==> src/rtl/branch_pkg.sv <==
// Shared definitions for the branch resolve controller: FSM states,
// queue entry layout and the fall-through PC increment.
package branch_pkg;

    typedef enum logic [0:0] {
        ST_IDLE  = 1'b0,
        ST_FLUSH = 1'b1
    } state_e;

    localparam int unsigned PC_INC = 4;

    // Entry layout, MSB first: {pred, pc, target}
    function automatic int unsigned entry_w(input int unsigned aw);
        return 1 + 2 * aw;
    endfunction

    function automatic int unsigned pred_bit(input int unsigned aw);
        return 2 * aw;
    endfunction

    function automatic int unsigned pc_lsb(input int unsigned aw);
        return aw;
    endfunction

    function automatic int unsigned tgt_lsb(input int unsigned aw);
        return (aw > 0) ? 0 : 0;
    endfunction

endpackage

==> src/rtl/branch_fifo.sv <==
// In-order queue of unresolved branches. Pointers carry one extra wrap bit
// so full and empty are told apart without a separate occupancy counter.
module branch_fifo #(
    parameter int unsigned W     = 65,
    parameter int unsigned DEPTH = 4
) (
    input  logic         clk,
    input  logic         reset,
    input  logic         push_i,
    input  logic         pop_i,
    input  logic         clear_i,
    input  logic [W-1:0] wr_data_i,
    output logic         full_o,
    output logic         empty_o,
    output logic [W-1:0] head_o
);

    localparam int unsigned PW = $clog2(DEPTH);

    logic [W-1:0] mem_q [DEPTH];
    logic [PW:0]  wr_q, wr_d;
    logic [PW:0]  rd_q, rd_d;

    // Storage is written only on accepted pushes; contents need no reset.
    always_ff @(posedge clk) begin
        if (push_i && !clear_i) begin
            mem_q[wr_q[PW-1:0]] <= wr_data_i;
        end
    end

    // Pointer update; clear wins over push/pop in the same cycle.
    always_comb begin
        wr_d = wr_q;
        rd_d = rd_q;
        if (clear_i) begin
            wr_d = '0;
            rd_d = '0;
        end else begin
            if (push_i) wr_d = wr_q + 1'b1;
            if (pop_i)  rd_d = rd_q + 1'b1;
        end
    end

    // Pointer registers.
    always_ff @(posedge clk or posedge reset) begin
        if (reset) begin
            wr_q <= '0;
            rd_q <= '0;
        end else begin
            wr_q <= wr_d;
            rd_q <= rd_d;
        end
    end

    assign empty_o = (wr_q == rd_q);
    assign full_o  = (wr_q[PW] != rd_q[PW]) && (wr_q[PW-1:0] == rd_q[PW-1:0]);
    assign head_o  = mem_q[rd_q[PW-1:0]];

endmodule

==> src/rtl/branch_resolve_ctrl.sv <==
// Queues predicted branches from decode, retires them in order at memory
// resolve, and on a mispredict issues a redirect pulse and a timed flush.
//
//  state    | meaning
//  ---------+-------------------------------------------------------------
//  ST_IDLE  | normal operation: pushes and resolves accepted
//  ST_FLUSH | pipeline squash after mispredict; pushes/resolves ignored
module branch_resolve_ctrl
    import branch_pkg::*;
#(
    parameter int unsigned ADDR_W       = 32,
    parameter int unsigned DEPTH        = 4,
    parameter int unsigned FLUSH_CYCLES = 2,
    parameter int unsigned CNT_W        = 16
) (
    input  logic              clk,
    input  logic              reset,
    input  logic              branch_decode_sig,
    input  logic              prediction,
    input  logic [ADDR_W-1:0] in_addr,
    input  logic [ADDR_W-1:0] branch_addr,
    input  logic              branch_mem_sig,
    input  logic              actual_branch_decision,
    output logic              full,
    output logic              flush,
    output logic              redirect_valid,
    output logic [ADDR_W-1:0] redirect_addr,
    output logic              mispredict,
    output logic              underflow,
    output logic [CNT_W-1:0]  branch_count,
    output logic [CNT_W-1:0]  mispredict_count
);

    localparam int unsigned EW     = entry_w(ADDR_W);
    localparam int unsigned PRED_B = pred_bit(ADDR_W);
    localparam int unsigned PC_L   = pc_lsb(ADDR_W);
    localparam int unsigned TGT_L  = tgt_lsb(ADDR_W);
    localparam int unsigned FCW    = $clog2(FLUSH_CYCLES + 1);

    state_e            state_q, state_d;
    logic [FCW-1:0]    fcnt_q, fcnt_d;
    logic              fifo_full, fifo_empty;
    logic [EW-1:0]     head, wr_data;
    logic              push_ok, pop_ok, mis, clr, uf_set;
    logic [ADDR_W-1:0] head_pc, head_tgt, redir_d;

    logic              mispredict_q, redirect_valid_q, underflow_q;
    logic [ADDR_W-1:0] redirect_addr_q;
    logic [CNT_W-1:0]  branch_count_q, mispredict_count_q;

    assign wr_data  = {prediction, in_addr, branch_addr};
    assign head_pc  = head[PC_L +: ADDR_W];
    assign head_tgt = head[TGT_L +: ADDR_W];
    assign redir_d  = actual_branch_decision ? head_tgt
                                             : head_pc + ADDR_W'(PC_INC);

    branch_fifo #(
        .W     (EW),
        .DEPTH (DEPTH)
    ) u_fifo (
        .clk       (clk),
        .reset     (reset),
        .push_i    (push_ok),
        .pop_i     (pop_ok),
        .clear_i   (clr),
        .wr_data_i (wr_data),
        .full_o    (fifo_full),
        .empty_o   (fifo_empty),
        .head_o    (head)
    );

    // Next state, queue control and mispredict detection.
    always_comb begin
        state_d = state_q;
        fcnt_d  = fcnt_q;
        push_ok = 1'b0;
        pop_ok  = 1'b0;
        mis     = 1'b0;
        clr     = 1'b0;
        uf_set  = 1'b0;
        case (state_q)
            ST_IDLE: begin
                if (branch_mem_sig) begin
                    if (fifo_empty) begin
                        uf_set = 1'b1;
                    end else begin
                        pop_ok = 1'b1;
                        mis    = (head[PRED_B] != actual_branch_decision);
                    end
                end
                // Younger entries and a same-cycle push are wrong-path.
                if (mis) begin
                    clr     = 1'b1;
                    state_d = ST_FLUSH;
                    fcnt_d  = FCW'(FLUSH_CYCLES - 1);
                end else if (branch_decode_sig && (!fifo_full || pop_ok)) begin
                    push_ok = 1'b1;
                end
            end
            ST_FLUSH: begin
                if (fcnt_q == '0) state_d = ST_IDLE;
                else              fcnt_d  = fcnt_q - 1'b1;
            end
            default: state_d = ST_IDLE;
        endcase
    end

    // State register and registered outputs/statistics.
    always_ff @(posedge clk or posedge reset) begin
        if (reset) begin
            state_q            <= ST_IDLE;
            fcnt_q             <= '0;
            mispredict_q       <= 1'b0;
            redirect_valid_q   <= 1'b0;
            redirect_addr_q    <= '0;
            underflow_q        <= 1'b0;
            branch_count_q     <= '0;
            mispredict_count_q <= '0;
        end else begin
            state_q          <= state_d;
            fcnt_q           <= fcnt_d;
            mispredict_q     <= mis;
            redirect_valid_q <= mis;
            if (mis) redirect_addr_q <= redir_d;
            if (uf_set) underflow_q <= 1'b1;
            if (pop_ok && (branch_count_q != '1))
                branch_count_q <= branch_count_q + 1'b1;
            if (mis && (mispredict_count_q != '1))
                mispredict_count_q <= mispredict_count_q + 1'b1;
        end
    end

    assign full             = fifo_full;
    assign flush            = (state_q == ST_FLUSH);
    assign mispredict       = mispredict_q;
    assign redirect_valid   = redirect_valid_q;
    assign redirect_addr    = redirect_addr_q;
    assign underflow        = underflow_q;
    assign branch_count     = branch_count_q;
    assign mispredict_count = mispredict_count_q;

endmodule

==> config.mk <==
export PLATFORM = sky130hd
export DESIGN_NAME = branch_resolve_ctrl
export DESIGN_NICKNAME = d
export VERILOG_FILES = /design/src/rtl/branch_pkg.sv /design/src/rtl/branch_fifo.sv /design/src/rtl/branch_resolve_ctrl.sv
export SDC_FILE = /design/constraint.sdc
export NUM_CORES = 1
export LEC_CHECK = 0
export ABC_AREA = 1
export BUFFER_PORTS_ARGS = -buffer_cell sky130_fd_sc_hd__buf_2
export CAP_MARGIN = 20
export CORE_MARGIN = 3
export CORE_UTILIZATION = 59
export CTS_BUF_LIST = sky130_fd_sc_hd__clkbuf_16
export DETAILED_ROUTE_END_ITERATION = 8
export PLACE_DENSITY = 0.79
export RECOVER_POWER = 100
export SLEW_MARGIN = 20
export SYNTH_ARGS = -nofsm -noshare
export SYNTH_HDL_FRONTEND = slang
export SYNTH_SLANG_ARGS = --single-unit
==> constraint.sdc <==
create_clock -name clk -period 5.4 [get_ports clk]
set_input_delay 1.08 -clock clk [delete_from_list [all_inputs] [get_ports clk]]
set_output_delay 1.08 -clock clk [all_outputs]
set_load 0.02 [all_outputs]
==> flow_summary_export.csv <==
group,metric,value,unit
setup_path,endpoint_kind,"flip-flop",
synthesis,synth_cell_types,42,
routing,finalWirelength,34440,µm
synthesis,yosys.area_share.adder,0.7767,%
routing,antenna_left,0,
clocking,cts_tree,"yes",
die,dieArea,26490,µm²
grt,track_usage,25.81,%
layout,fin_cells,1802,
routing,drt-initial-drc-count,1021,
die,die_y,162.8,µm
synthesis,syn_area,14500,µm²
clocking,ctsHoldBuffers,0,
layout,final_util,68.52,%
timing,worst_pin_slew,1650,ps
synthesis,ys_warn_count,0,
layout,final_nets,1537,
synthesis,synth-async-reset-ratio,22.39,%
grt,grt_start_max_net_pins,91,
synthesis,ys_seq_area_share,66.80,%
routing,dr.pass1.iters,8,
die,rows,56,
setup_path,path_max_fanout,57,
timing,final_max_slew_viol_count,69,
die,fp.coreArea,23820,µm²
routing,num_vias,10350,
layout,fillCellCount,1796,
setup_path,path_class,"flip-flop to flip-flop",
synthesis,synth_cells,1327,
clocking,postCtsSetupBuffers,0,
clocking,root_buffer,"clkbuf_16",
timing,hold_viol,0,
timing,slew-limit-headroom,-10.62,%
clocking,cts.reportedPaths.clkPinSlew,60,ps
routing,wl_per_cell,19.11,µm
synthesis,synth_edf_count,260,
synthesis,synth_ff_type,"edfxtp_1",
outcome,failed_checks,"max-capacitance violations, max-slew violations",
synthesis,synth_area_leaders,"edfxtp_1, dfrtp_1, nand2_1",
routing,met2_length,16500,µm
grt,grt_pass1_vias,10080,
synthesis,syn_area_per_cell,10.93,µm²
timing,rsz0062_at_grt,"false",
timing,tns,0,ps
clocking,cts_sinks,335,
timing,fin_hold_ws,489.9,ps
routing,drc,0,
placed_design,placed_cells,1740,
placed_design,io_buffers,138,
layout,antenna_cells,0,
synthesis,synthMuxAreaShare,0,%
placed_design,gp_congestion,0.9984,
timing,fin_crit,4232,ps
grt,antenna_found_initial,0,
die,die_x,162.8,µm
timing,max_freq,236.3,MHz
layout,area_growth,12.60,%
clocking,cts_inserted_buffers,35,
timing,setup_viol,0,
synthesis,synth_top_family_by_area,"simple AND/OR/NAND/NOR gates",
clocking,cts_htree_levels,2,
synthesis,synth_compound_area_share,6.939,%
outcome,status,"finished, violations left",
placed_design,dp_slack,1772,ps
synthesis,synth_area_leader_cell,"edfxtp_1",
synthesis,synth-xor-area-share,2.347,%
power,p_leak,6.235,nW
die,initial_core_util,60.86,%
layout,design_area,16320,µm²
grt,overflow,0,
clocking,cts_resized,0,
clocking,insertion_delay,510,ps
setup_path,critPathRequiredTime,5520,ps
synthesis,syn_nets,1406,
grt,grt_pass1_wl,53310,µm
power,peakVddDrop,0.3684,mV
worst_hold_path,min_path_type,"flip-flop to flip-flop",
layout,layout-drive-gt1-share,8.294,%
placed_design,dpl.hpwl,22210,µm
timing,setup_slack,1168,ps
routing,routedLengthMet1,14040,µm
clocking,cts_max_path_buffers,3,
synthesis,synth-simple-area-share,18.78,%
placed_design,dpl-instance-area,15370,µm²
timing,fin_crit_sh,78.37,%
setup_path,critPathLaunchType,"flip-flop",
synthesis,synth_top_area_share,53.85,%
routing,dr_wl_met3,2946,µm
die,io_pins,139,
routing,post_drt_via_cell_ratio,5.741,
flow_run,max_cap_violations,2,
setup_path,cp.arrival,4350,ps
timing,finalClockSkew,13.42,ps
routing,dr.max_layer_used,"met4",
synthesis,ys_ff_latch,335,
power,total_power,8.903,mW
power,powerDensity,545.4,nW/µm²
routing by layer:
layer  track usage (%)  up-vias
met5                 0        -
met4             8.381        0
met3             4.400       73
met2             42.76      487
met1             35.24     4963
li1                  -     4823
synth_stat cells (14+ instances only):
library cell and number:
dfrtp_1 75, clkbuf_1 25, nand2_2 15, o22ai_1 21, inv_1 49, nor2_1 148
xor2_1 21, a21oi_1 69, buf_2 14, nand2_1 329, o21ai_0 66, edfxtp_1 260
nand3_1 103, xnor2_1 16
area by class of cell:
type                    count  area (µm²)  share of cell area [%]
repair buffers            154       643.1                   3.940
clock buffers              38       950.9                   5.825
inverters                  63       242.7                   1.487
multi-input cells         869        4183                   25.62
clock inverters            24       216.5                   1.326
flip-flops and latches    335        9689                   59.35
well taps                 319       399.1                   2.445
flip-flops by register name, indices dropped and copies added, names as in the netlist:
signal	cells
branch_count	16
fcnt_q	2
flush	1
mispredict_count	16
redirect_addr	32
redirect_valid	1
u_fifo.mem_q	260
u_fifo.rd_q	3
u_fifo.wr_q	3
underflow	1
path summary, 6_finish.rpt:
path	cells past startpoint	slack [ps]	end	startpoint
worst max register to register	8	1170	u_fifo.mem_q[1][57]	u_fifo.rd_q[0]
min in group asynchronous	2	960	mispredict_count[14]	reset
max in group asynchronous	3	3190	u_fifo.rd_q[1]	reset
worst min register to register	2	490	redirect_addr[5]	redirect_addr[5]
worst min-delay path	2	490	redirect_addr[5]	redirect_addr[5]
worst max-delay path	8	1170	u_fifo.mem_q[1][57]	u_fifo.rd_q[0]
power breakdown:
| part | switching (mW) | total, mW | internal, mW |
|---|---|---|---|
| Combinational | 2.09 | 2.85 | 0.755 |
| Sequential | 0.302 | 3.65 | 3.35 |
| Clock | 0.944 | 2.40 | 1.46 |
worst max-delay path, cell delays in order, from the launching register on:
cell      delay, ps
dfrtp_4         740
inv_6           290
nand2_1         130
nand3_1          70
nand2_1         130
xor2_1          390
o21ai_0         540
nor2_4          710
clkbuf_2        760
placed cells by master (no fill, tap or decap), types with 2 or more instances in the layout:
master,n
a21oi_1,69
a221oi_1,11
a31oi_1,6
buf_2,4
buf_4,11
bufinv_16,4
clkbuf_1,136
clkbuf_16,38
clkbuf_2,2
clkinv_1,3
clkinv_2,4
clkinvlp_4,3
dfrtp_1,73
edfxtp_1,260
ha_1,9
inv_1,57
inv_2,13
nand2_1,330
nand2_2,14
nand3_1,103
nand3_2,2
nand4_1,10
nor2_1,146
nor2_2,9
nor2_4,10
nor3_1,5
nor4_1,4
o21ai_0,67
o21ai_1,5
o22ai_1,21
or2_2,2
xnor2_1,16
xor2_1,22
cell families (layout without fill, tap and decap cells):
logic type	after synthesis	in the layout
fa+ha+maj	9	9
compound gates	183	183
simple gates	639	639
flops	335	335
xor+xnor	38	38
buf+inv	123	279
Note: power is estimated with default switching activity, not from simulation.
